## config.mk

```make
export PLATFORM = sky130hd
export DESIGN_NAME = nihilist_stream_cipher_flat
export DESIGN_NICKNAME = d
export VERILOG_FILES = /design/src/rtl/nihilist_stream_cipher_if.sv /design/src/rtl/nihilist_stream_cipher.sv /design/src/flat_wrapper.sv
export SDC_FILE = /design/constraint.sdc
export NUM_CORES = 1
export LEC_CHECK = 0
export CORE_ASPECT_RATIO = 0.75
export CORE_MARGIN = 4
export CORE_UTILIZATION = 51
export DETAILED_ROUTE_END_ITERATION = 12
export PLACE_DENSITY = 0.71
export SKIP_LAST_GASP = 1
export SLEW_MARGIN = 20
export SYNTH_ARGS = -nofsm -noshare
export SYNTH_HDL_FRONTEND = slang
export SYNTH_SLANG_ARGS = --single-unit
```

## constraint.sdc

```tcl
create_clock -name i_w_clk -period 11.5 [get_ports i_w_clk]
set_input_delay 2.3 -clock i_w_clk [delete_from_list [all_inputs] [get_ports i_w_clk]]
set_output_delay 2.3 -clock i_w_clk [all_outputs]
set_load 0.01 [all_outputs]
```

## src/rtl/nihilist_stream_cipher_if.sv

```systemverilog
// Byte-stream and key-load bundle for nihilist_stream_cipher.
// Port summary (names keep their producer/consumer direction affixes):
//   key load : i_w_key_we, i_w_key_char[7:0], i_w_key_clear
//   input    : i_w_mode, i_w_in_valid, i_w_in_data[7:0], i_w_in_last -> o_r_in_ready
//   output   : o_r_out_valid, o_r_out_data[7:0], o_r_out_last <- i_w_out_ready
//   status   : o_r_key_len, o_r_busy, o_r_err
// The master modport is the byte source/sink side; the slave modport is the cipher.
interface nihilist_stream_cipher_if #(
    parameter int p_key_max_length = 8
);
    localparam int KEY_LEN_W = $clog2(p_key_max_length + 1);

    logic                 i_w_key_we;
    logic [7:0]           i_w_key_char;
    logic                 i_w_key_clear;
    logic                 i_w_mode;
    logic                 i_w_in_valid;
    logic [7:0]           i_w_in_data;
    logic                 i_w_in_last;
    logic                 o_r_in_ready;
    logic                 o_r_out_valid;
    logic [7:0]           o_r_out_data;
    logic                 o_r_out_last;
    logic                 i_w_out_ready;
    logic [KEY_LEN_W-1:0] o_r_key_len;
    logic                 o_r_busy;
    logic                 o_r_err;

    modport master (
        output i_w_key_we, i_w_key_char, i_w_key_clear, i_w_mode,
        output i_w_in_valid, i_w_in_data, i_w_in_last, i_w_out_ready,
        input  o_r_in_ready, o_r_out_valid, o_r_out_data, o_r_out_last,
        input  o_r_key_len, o_r_busy, o_r_err
    );

    modport slave (
        input  i_w_key_we, i_w_key_char, i_w_key_clear, i_w_mode,
        input  i_w_in_valid, i_w_in_data, i_w_in_last, i_w_out_ready,
        output o_r_in_ready, o_r_out_valid, o_r_out_data, o_r_out_last,
        output o_r_key_len, o_r_busy, o_r_err
    );
endinterface

```

## src/rtl/nihilist_stream_cipher.sv

```systemverilog
// Streaming Nihilist cipher over the Polybius square DANIE/LBCFG/HKMOP/QRSTU/VWXYZ
// (code = row*10 + col). The key is loaded one character at a time; text flows one
// byte per valid/ready beat through a single output register stage.
// Ports: i_w_clk (rising edge), i_w_rst (async, active high), bus (slave modport of
// nihilist_stream_cipher_if carrying key load, input stream, output stream, status).
module nihilist_stream_cipher #(
    parameter int p_key_max_length = 8
) (
    input logic                     i_w_clk,
    input logic                     i_w_rst,
    nihilist_stream_cipher_if.slave bus
);
    localparam int KLW = $clog2(p_key_max_length + 1);
    localparam int KPW = (p_key_max_length > 1) ? $clog2(p_key_max_length) : 1;

    typedef enum logic [0:0] {S_IDLE = 1'b0, S_RUN = 1'b1} state_t;

    // Letter -> square code; bit 8 flags a letter. Lowercase folds, J shares I.
    function automatic logic [8:0] letter_code(input logic [7:0] ch);
        logic [7:0] up_v;
        logic [8:0] res_v;
        if ((ch >= 8'h61) && (ch <= 8'h7a)) begin
            up_v = ch - 8'h20;
        end else begin
            up_v = ch;
        end
        case (up_v)
            8'h41: res_v = {1'b1, 8'd12};  8'h42: res_v = {1'b1, 8'd22};
            8'h43: res_v = {1'b1, 8'd23};  8'h44: res_v = {1'b1, 8'd11};
            8'h45: res_v = {1'b1, 8'd15};  8'h46: res_v = {1'b1, 8'd24};
            8'h47: res_v = {1'b1, 8'd25};  8'h48: res_v = {1'b1, 8'd31};
            8'h49, 8'h4a: res_v = {1'b1, 8'd14};
            8'h4b: res_v = {1'b1, 8'd32};  8'h4c: res_v = {1'b1, 8'd21};
            8'h4d: res_v = {1'b1, 8'd33};  8'h4e: res_v = {1'b1, 8'd13};
            8'h4f: res_v = {1'b1, 8'd34};  8'h50: res_v = {1'b1, 8'd35};
            8'h51: res_v = {1'b1, 8'd41};  8'h52: res_v = {1'b1, 8'd42};
            8'h53: res_v = {1'b1, 8'd43};  8'h54: res_v = {1'b1, 8'd44};
            8'h55: res_v = {1'b1, 8'd45};  8'h56: res_v = {1'b1, 8'd51};
            8'h57: res_v = {1'b1, 8'd52};  8'h58: res_v = {1'b1, 8'd53};
            8'h59: res_v = {1'b1, 8'd54};  8'h5a: res_v = {1'b1, 8'd55};
            default: res_v = {1'b0, 8'd0};
        endcase
        return res_v;
    endfunction

    // Square code -> uppercase letter; bit 8 flags a valid code (row 1-5, col 1-5).
    function automatic logic [8:0] code_letter(input logic [7:0] d);
        logic [8:0] res_v;
        case (d)
            8'd11: res_v = {1'b1, 8'h44};  8'd12: res_v = {1'b1, 8'h41};
            8'd13: res_v = {1'b1, 8'h4e};  8'd14: res_v = {1'b1, 8'h49};
            8'd15: res_v = {1'b1, 8'h45};  8'd21: res_v = {1'b1, 8'h4c};
            8'd22: res_v = {1'b1, 8'h42};  8'd23: res_v = {1'b1, 8'h43};
            8'd24: res_v = {1'b1, 8'h46};  8'd25: res_v = {1'b1, 8'h47};
            8'd31: res_v = {1'b1, 8'h48};  8'd32: res_v = {1'b1, 8'h4b};
            8'd33: res_v = {1'b1, 8'h4d};  8'd34: res_v = {1'b1, 8'h4f};
            8'd35: res_v = {1'b1, 8'h50};  8'd41: res_v = {1'b1, 8'h51};
            8'd42: res_v = {1'b1, 8'h52};  8'd43: res_v = {1'b1, 8'h53};
            8'd44: res_v = {1'b1, 8'h54};  8'd45: res_v = {1'b1, 8'h55};
            8'd51: res_v = {1'b1, 8'h56};  8'd52: res_v = {1'b1, 8'h57};
            8'd53: res_v = {1'b1, 8'h58};  8'd54: res_v = {1'b1, 8'h59};
            8'd55: res_v = {1'b1, 8'h5a};
            default: res_v = {1'b0, 8'd0};
        endcase
        return res_v;
    endfunction

    state_t         state_r, state_s;
    logic           mode_r;
    logic [KPW-1:0] kp_r;
    logic [KLW-1:0] key_len_r;
    logic [7:0]     key_mem_r [2**KPW];
    logic           err_r;
    logic           out_valid_r, out_last_r;
    logic [7:0]     out_data_r;

    logic           busy_s, in_ready_s, accept_s, cur_mode_s;
    logic           key_ok_s, in_ok_s, dec_ok_s;
    logic [7:0]     key_code_s, in_code_s, dec_char_s, cur_key_s, diff_s, result_s;
    logic [KLW-1:0] kp_ext_s, key_last_s;

    assign busy_s     = (state_r == S_RUN);
    assign in_ready_s = (!out_valid_r || bus.i_w_out_ready) && (key_len_r != {KLW{1'b0}});
    assign accept_s   = bus.i_w_in_valid && in_ready_s;
    assign kp_ext_s   = KLW'(kp_r);
    assign key_last_s = key_len_r - KLW'(1);

    // Cipher datapath: mode is taken live on the first beat, latched afterwards.
    always_comb begin
        {key_ok_s, key_code_s} = letter_code(bus.i_w_key_char);
        {in_ok_s, in_code_s}   = letter_code(bus.i_w_in_data);
        cur_key_s              = key_mem_r[kp_r];
        diff_s                 = bus.i_w_in_data - cur_key_s;
        {dec_ok_s, dec_char_s} = code_letter(diff_s);
        if (state_r == S_IDLE) begin
            cur_mode_s = bus.i_w_mode;
        end else begin
            cur_mode_s = mode_r;
        end
        if (cur_mode_s) begin
            if (dec_ok_s) begin
                result_s = dec_char_s;
            end else begin
                result_s = diff_s;
            end
        end else begin
            if (in_ok_s) begin
                result_s = in_code_s + cur_key_s;
            end else begin
                result_s = bus.i_w_in_data + cur_key_s;
            end
        end
    end

    // Message FSM next state: a single beat carrying last never leaves S_IDLE.
    always_comb begin
        state_s = state_r;
        case (state_r)
            S_IDLE: begin
                if (accept_s && !bus.i_w_in_last) begin
                    state_s = S_RUN;
                end else begin
                    state_s = S_IDLE;
                end
            end
            S_RUN: begin
                if (accept_s && bus.i_w_in_last) begin
                    state_s = S_IDLE;
                end else begin
                    state_s = S_RUN;
                end
            end
            default: state_s = S_IDLE;
        endcase
    end

    // FSM state register and per-message mode latch.
    always_ff @(posedge i_w_clk or posedge i_w_rst) begin
        if (i_w_rst) begin
            state_r <= S_IDLE;
            mode_r  <= 1'b0;
        end else begin
            state_r <= state_s;
            if (accept_s && (state_r == S_IDLE)) begin
                mode_r <= bus.i_w_mode;
            end
        end
    end

    // Key storage; key operations during a message are refused and flagged.
    always_ff @(posedge i_w_clk or posedge i_w_rst) begin
        if (i_w_rst) begin
            key_len_r <= {KLW{1'b0}};
            err_r     <= 1'b0;
            for (int i = 0; i < 2**KPW; i++) begin
                key_mem_r[i] <= 8'd0;
            end
        end else if (busy_s && (bus.i_w_key_we || bus.i_w_key_clear)) begin
            err_r <= 1'b1;
        end else if (bus.i_w_key_clear) begin
            key_len_r <= {KLW{1'b0}};
            err_r     <= 1'b0;
        end else if (bus.i_w_key_we) begin
            if (key_len_r == KLW'(p_key_max_length)) begin
                err_r <= 1'b1;
            end else begin
                key_mem_r[key_len_r[KPW-1:0]] <= key_ok_s ? key_code_s : 8'd0;
                key_len_r                     <= key_len_r + KLW'(1);
                if (!key_ok_s) begin
                    err_r <= 1'b1;
                end
            end
        end
    end

    // Key pointer: wraps at key_len and restarts after each last beat.
    always_ff @(posedge i_w_clk or posedge i_w_rst) begin
        if (i_w_rst) begin
            kp_r <= {KPW{1'b0}};
        end else if (accept_s) begin
            if (bus.i_w_in_last || (kp_ext_s == key_last_s)) begin
                kp_r <= {KPW{1'b0}};
            end else begin
                kp_r <= kp_r + KPW'(1);
            end
        end
    end

    // Output register stage; data and last hold while the sink stalls.
    always_ff @(posedge i_w_clk or posedge i_w_rst) begin
        if (i_w_rst) begin
            out_valid_r <= 1'b0;
            out_data_r  <= 8'd0;
            out_last_r  <= 1'b0;
        end else if (accept_s) begin
            out_valid_r <= 1'b1;
            out_data_r  <= result_s;
            out_last_r  <= bus.i_w_in_last;
        end else if (bus.i_w_out_ready) begin
            out_valid_r <= 1'b0;
        end
    end

    assign bus.o_r_in_ready  = in_ready_s;
    assign bus.o_r_out_valid = out_valid_r;
    assign bus.o_r_out_data  = out_data_r;
    assign bus.o_r_out_last  = out_last_r;
    assign bus.o_r_key_len   = key_len_r;
    assign bus.o_r_busy      = busy_s;
    assign bus.o_r_err       = err_r;
endmodule
```

## src/flat_wrapper.sv

```systemverilog
// flat-port wrapper written by rule: the top's interface ports become plain ports
module nihilist_stream_cipher_flat 
#(
    parameter int p_key_max_length = 8
)
  (i_w_clk, i_w_rst, bus_i_w_key_we, bus_i_w_key_char, bus_i_w_key_clear, bus_i_w_mode, bus_i_w_in_valid, bus_i_w_in_data, bus_i_w_in_last, bus_i_w_out_ready, bus_o_r_in_ready, bus_o_r_out_valid, bus_o_r_out_data, bus_o_r_out_last, bus_o_r_key_len, bus_o_r_busy, bus_o_r_err);
  nihilist_stream_cipher_if #(.p_key_max_length(p_key_max_length)) bus_i ();
  input logic i_w_clk;
  input logic i_w_rst;
  input wire logic [$bits(bus_i.i_w_key_we)-1:0] bus_i_w_key_we;
  input wire logic [$bits(bus_i.i_w_key_char)-1:0] bus_i_w_key_char;
  input wire logic [$bits(bus_i.i_w_key_clear)-1:0] bus_i_w_key_clear;
  input wire logic [$bits(bus_i.i_w_mode)-1:0] bus_i_w_mode;
  input wire logic [$bits(bus_i.i_w_in_valid)-1:0] bus_i_w_in_valid;
  input wire logic [$bits(bus_i.i_w_in_data)-1:0] bus_i_w_in_data;
  input wire logic [$bits(bus_i.i_w_in_last)-1:0] bus_i_w_in_last;
  input wire logic [$bits(bus_i.i_w_out_ready)-1:0] bus_i_w_out_ready;
  output wire logic [$bits(bus_i.o_r_in_ready)-1:0] bus_o_r_in_ready;
  output wire logic [$bits(bus_i.o_r_out_valid)-1:0] bus_o_r_out_valid;
  output wire logic [$bits(bus_i.o_r_out_data)-1:0] bus_o_r_out_data;
  output wire logic [$bits(bus_i.o_r_out_last)-1:0] bus_o_r_out_last;
  output wire logic [$bits(bus_i.o_r_key_len)-1:0] bus_o_r_key_len;
  output wire logic [$bits(bus_i.o_r_busy)-1:0] bus_o_r_busy;
  output wire logic [$bits(bus_i.o_r_err)-1:0] bus_o_r_err;
  assign bus_i.i_w_key_we = bus_i_w_key_we;
  assign bus_i.i_w_key_char = bus_i_w_key_char;
  assign bus_i.i_w_key_clear = bus_i_w_key_clear;
  assign bus_i.i_w_mode = bus_i_w_mode;
  assign bus_i.i_w_in_valid = bus_i_w_in_valid;
  assign bus_i.i_w_in_data = bus_i_w_in_data;
  assign bus_i.i_w_in_last = bus_i_w_in_last;
  assign bus_i.i_w_out_ready = bus_i_w_out_ready;
  assign bus_o_r_in_ready = bus_i.o_r_in_ready;
  assign bus_o_r_out_valid = bus_i.o_r_out_valid;
  assign bus_o_r_out_data = bus_i.o_r_out_data;
  assign bus_o_r_out_last = bus_i.o_r_out_last;
  assign bus_o_r_key_len = bus_i.o_r_key_len;
  assign bus_o_r_busy = bus_i.o_r_busy;
  assign bus_o_r_err = bus_i.o_r_err;
  nihilist_stream_cipher #(.p_key_max_length(p_key_max_length)) u_core (.i_w_clk(i_w_clk), .i_w_rst(i_w_rst), .bus(bus_i));
endmodule
```

# --- After elaboration in Yosys (flattened, before gate mapping) ---
# Memory sizes are Yosys's and may differ from the RTL's.
# Cells that the tools add are included.
word_totals:
  regBits: 84
  latch_bits: 0
  mem_bits_rw: 0
  mem_bits_ro: 2240
  output_inout_bits: 17
  word_cells: 96
  mem_count: 3
classes:
  n_addsub: 8
  n_mul: 0
  div: 0
  n_lt_le_gt_ge: 7
  n_eq_ne: 4
  shifts: 0
  mux: 30
  n_bitwise: 6
  reduce_logical: 22
mem_list:
  columns: ["memory", "depth", "width", "read_ports", "rd_clocked_by_memory_dff", "wr", "line_no", "rtl"]
  rows:
  - ["(no name shown)", 128, 7, 1, 0, 0, "nihilist_stream_cipher.sv:27", "case (up_v)"]
  - ["(no name shown)", 128, 7, 1, 0, 0, "nihilist_stream_cipher.sv:27", null]
  - ["(no name shown)", 64, 7, 1, 0, 0, "nihilist_stream_cipher.sv:49", "case (d)"]
ops:
  columns: ["op", "n"]
  rows:
  - ["$mux W8", 9]
  - ["$bwmux W64", 1]
  - ["$mux W9", 3]
  - ["$bmux W8 S3", 1]
  - ["$demux W8 S3", 1]
  - ["$add A8 B8 Y8", 2]
  - ["$ge A8 B7 Y1 const B", 2]
  - ["$le A8 B7 Y1 const B", 2]
  - ["$sub A8 B6 Y8 const B", 2]
  - ["$mux W4", 3]
  - ["$mux W1", 10]
  - ["$logic_and A1 B1 Y1", 9]
  - ["$ge A4 B4 Y1 const B", 2]
  - ["$not A3 Y4", 2]
  - ["$sub A8 B8 Y8", 1]
  - ["$add A4 B1 Y4 const B", 1]
  - ["$eq A3 B4 Y1", 1]
  - ["$eq A4 B4 Y1 const B", 1]
  - ["$lt A4 B1 Y1 const B", 1]
  - ["$ne A4 B4 Y1 const B", 1]
  - ["$not A1 Y1", 4]
  - ["$reduce_and A4 Y1", 1]
  - ["$reduce_bool A2 Y1", 2]
  - ["$reduce_bool A4 Y1", 1]
  - ["other kinds (11)", 14]

# --- Longest topological paths before layout ---
# An unclocked memory read counts as a cell.
logic_depth:
  word_depth: 10
  mapped_depth: 18

# --- Worst setup path before layout ---
# Ideal clock, no wire load.
synth_path:
  kind: "input port to flip-flop"
  startpoint: "in bus_i_w_in_data[6]"
  endpoint: "reg u_core.out_data_r[6] (netlist: u_core.bus.o_r_out_data[6])"
  setup_time_ns: 0.123
  t_arrival_ns: 5.267
  slack_ns: 6.110
  cell_stages: 17
  path_buffers: 2
  cell_sequence: "buf_2 inv_1 ha_1 nor4_1 nand4b_1 a21oi_1 buf_2 o21ai_0 ha_1 fa_1 a21o_1 a21oi_1 o21bai_1 a21oi_1 xnor2_1 nand3_1 o221a_2"
synth_between:
  elab_chain_cells: 8
  word_cells_on_any_way: 15
  classes_between: "add/sub: 4; order compare: 2; mux: 6; reduce/logical: 2; memory: 1"
synth_rtl:
  columns: ["element", "line_no", "rtl"]
  rows:
  - ["start: declaration", "flat_wrapper.sv:15", "input wire logic [$bits(bus_i.i_w_in_data)-1:0] bus_i_w_in_data;"]
  - ["$ge A8 B7 Y1 / $le A8 B7 Y1 (equally long branches)", "nihilist_stream_cipher.sv:22", "if ((ch >= 8'h61) && (ch <= 8'h7a)) begin"]
  - ["$logic_and A1 B1 Y1", "nihilist_stream_cipher.sv:22", null]
  - ["$mux W8", "nihilist_stream_cipher.sv:22", null]
  - ["$mem_v2 Z128 W7", null, null]
  - ["$mux W9", "nihilist_stream_cipher.sv:27", null]
  - ["$add A8 B8 Y8", "nihilist_stream_cipher.sv:108", "result_s = in_code_s + cur_key_s;"]
  - ["$mux W8", "nihilist_stream_cipher.sv:107", "if (in_ok_s) begin"]
  - ["$mux W8 *", "nihilist_stream_cipher.sv:100", "if (cur_mode_s) begin"]
  - ["end signal: assignment", "nihilist_stream_cipher.sv:197", "out_data_r <= result_s;"]
  - ["end: declaration", "nihilist_stream_cipher.sv:75", "logic [7:0] out_data_r;"]
# Mark *: on every way between the ends. The rest lies on a longest branch, timed or not.
# A chain may end at the register's enable or synchronous reset.

# --- Worst setup path in the final report ---
layout_path:
  startpoint: "in bus_i_w_in_data[1]"
  endpoint: "reg u_core.out_data_r[6] (netlist: u_core.bus.o_r_out_data[6])"
# The elaborated chain is that of the path after synthesis.

==> results.yml <==
status:
  status: "finished, final reports clean"
worst_setup_path:
  arrival_ps: 6600
  endpoint_kind: "flop"
  r2r_slack_ps: 6550
  startpoint: "bus_i_w_in_data[1]"
  reg2regPathDepth: 12
  crit_path_end: "u_core.bus.o_r_out_data[6]"
  critPathMaxFanout: 14
  cp.required_ps: 11720
  rr_endpoint: "u_core.bus.o_r_out_data[1]"
  crit_type: "in2reg"
  startpoint_type: "input port"
  worstReg2RegStart: "u_core.kp_r[0]"
sta:
  hold_viol_final: 0
  setup_viol: 0
  clock_skew_ps: 6.388
  tns_ps: 0
  max_freq_mhz: 156.9
  slew_headroom: 0.3674
  rsz0062_at_grt: "false"
  fin_crit_sh: 0.5544
  tightest_slew_ps: 945.7
  drv_slew: 0
  finalCriticalPeriod_ps: 6375
floorplanning:
  dieWidth_um: 126.8
  die-area_sq_um: 12320
  core_sq_um: 10330
  initial_core_util: 0.5229
  die_h_um: 97.13
  pin_count: 41
  rows: 32
pwr:
  internal_power_uw: 673.2
  peakVddDrop_v: 0.00008308
  p_per_area_nw_per_um2: 185.9
  power_uw: 1134
  combPwrFrac: 0.485
  leakage_uw: 0.002705
  switching_share: 0.4065
  power_frac_seq: 0.299
  p_clk_frac: 0.216
  power.switching_uw: 461.1
clocking:
  clock_path_buffers: 2
  cts_buffers: 9
  h-tree-depth: 3
  cts_resized: 0
  ctsHoldBuffers: 0
  clk_latency_ps: 330
  root_buffer: "clkbuf_16"
  cts_setup_buffers: 0
  clkTransAtPathRegs_ps: 50
  cts_tree: "yes"
  cts_sinks: 68
drt:
  viasPerCell: 6.188
  drc: 0
  detail_route.first_pass.iterations: 5
  avgRoutedWirePerCell_um: 18.42
  vias: 4486
  ant_nets: 0
  dr.first_iter.drc_count: 420
  wl_um: 13350
cells_and_area:
  multi_input_area_sq_um: 3457
  finalNetCount: 647
  layout_commonest_cell: "dfrtp_1"
  fill_cells: 860
  insertedDiodeCount: 0
  drive_gt1_frac: 0.1749
  seqCellArea_sq_um: 1702
  area_growth_pct: 13.00
  layout_common_cells: "68 x dfrtp_1, 55 x mux2_2, 54 x nand2_1, 42 x nor2_1, 40 x clkdlybuf4s50_1"
placement:
  hpwl_um: 9637
  port_buffers: 40
  globalplace.congestion: 0.9150
global_routing:
  grt_pass1_wl_um: 22120
  antenna_found_initial: 0
  grt_overflow: 0
  grt_pass1_vias: 4329
  grt_usage: 0.2222
  grt_max_degree: 69
synth:
  syn-num-nets: 623
  yosysTopAreaCell: "dfrtp_1"
  netlist_top_cells_area: "dfrtp_1 32%, mux2_2 11%, ha_1 8.6%, mux4_2 5.8%, nand2_1 3.8%"
  yosysWarnings: 0
  yosysTopAreaCellShare: 0.3150
  ys_async_sr_fraction: 1.000
  syn_area_per_cell_sq_um: 9.645
  synth_cell_types: 74
  ys_seq_elements: 68
  syn_area_sq_um: 5401
  synthCells: 560
  yosysSeqAreaShare: 0.3150
  synth_ff_type: "dfrtp_1"
  synth_edf_count: 0
worst_hold_path:
  min_from: "u_core.bus.o_r_out_last"
  min_path_type: "reg2reg"
run:
  maxCapViolations: 0
[per-layer routing]
layer,part of all wire,wire length [um],GRT usage,vias up
met5,0,0,0,-
li1,-,-,-,2121
met2,0.43,5731,0.3102,154
met3,0.073,971,0.06044,12
met4,0.0076,102,0.04040,0
met1,0.49,6549,0.3468,2199
[final cells by class]
type / count / share of cell area
multi-input combinational: 436 / 0.5664
sequential: 68 / 0.2788
clock inverter: 5 / 0.004715
tap: 136 / 0.02788
clock buffer: 11 / 0.03813
timing repair buffer: 41 / 0.06683
inverter: 28 / 0.01722
[registers in the layout, summed over array words and instances (netlist names), named ones only]
register / flops
u_core.bus.o_r_key_len: 4
u_core.mode_r: 1
u_core.kp_r: 3
u_core.bus.o_r_err: 1
u_core.bus.o_r_out_valid: 1
u_core.bus.o_r_out_last: 1
u_core.bus.o_r_out_data: 8
u_core.key_mem_r: 48
[per-stage QoR]
stage,util,hold slack (ps),std cells,setup WS (ps),cell area (sq um)
CTS,0.5904,495.4,725,5200,6098
detailed placement,0.5650,483.1,709,4850,5837
finish,0.5908,490.4,725,5125,6103
floorplan,-,474.7,560,6110,5401
global placement,0.5650,461.1,709,5016,5837
global route,0.5908,506.9,725,4701,6103
[worst min path at each step]
stage | endpoint | slack, ps | cells after the start
2_1_floorplan | u_core.key_mem_r[56] | 470 | 1
3_3_place_gp | u_core.bus.o_r_out_last | 460 | 2
3_5_place_dp | u_core.bus.o_r_out_data[5] | 480 | 2
4_1_cts | u_core.bus.o_r_out_data[5] | 500 | 2
5_1_grt | u_core.key_mem_r[34] | 510 | 1
6_report | u_core.bus.o_r_out_last | 490 | 2
[logic make-up (layout without fill, tap and decap cells)]
group,count (synthesis),in the layout,share of synthesized area
AOI/OAI and AO/OA,140,140,0.1777
xor gates and xnor gates,13,13,0.02455
adders and majority gates,39,39,0.09312
buffers and inverters,56,85,0.04587
DFF,68,68,0.3150
muxes,87,87,0.2064
and+or+nand+nor,157,157,0.1374
[worst max-delay path: stages]
cell	delay [ps]
clkdlybuf4s50_1	790
inv_1	250
ha_1	280
nand2b_1	120
o311ai_0	180
a21oi_1	760
o21ai_0	360
fa_1	510
a21o_1	180
a21oi_1	220
o21bai_1	90
a21oi_1	180
xnor2_1	130
nand3_1	90
o221a_2	160
[synthesized netlist by cell type, drive strengths merged (8+ instances only)]
cell / n
mux2i: 18
inv: 28
ha: 37
nand2: 54
clkbuf: 13
buf: 15
a31oi: 8
nand3: 9
nor2: 43
dfrtp: 68
mux2: 55
nor3: 10
a21oi: 30
xnor2: 8
mux4: 14
nand2b: 9
o21ai: 39
[power groups by stage]
stage	Clock (uW)	Sequential (uW)	Combinational [uW]
CTS	251	338	545
global placement	0	339	531
global route	261	346	606
floorplan	0	317	413
finish	246	339	550
detailed placement	0	342	543
(Power assumes the default switching activity.)
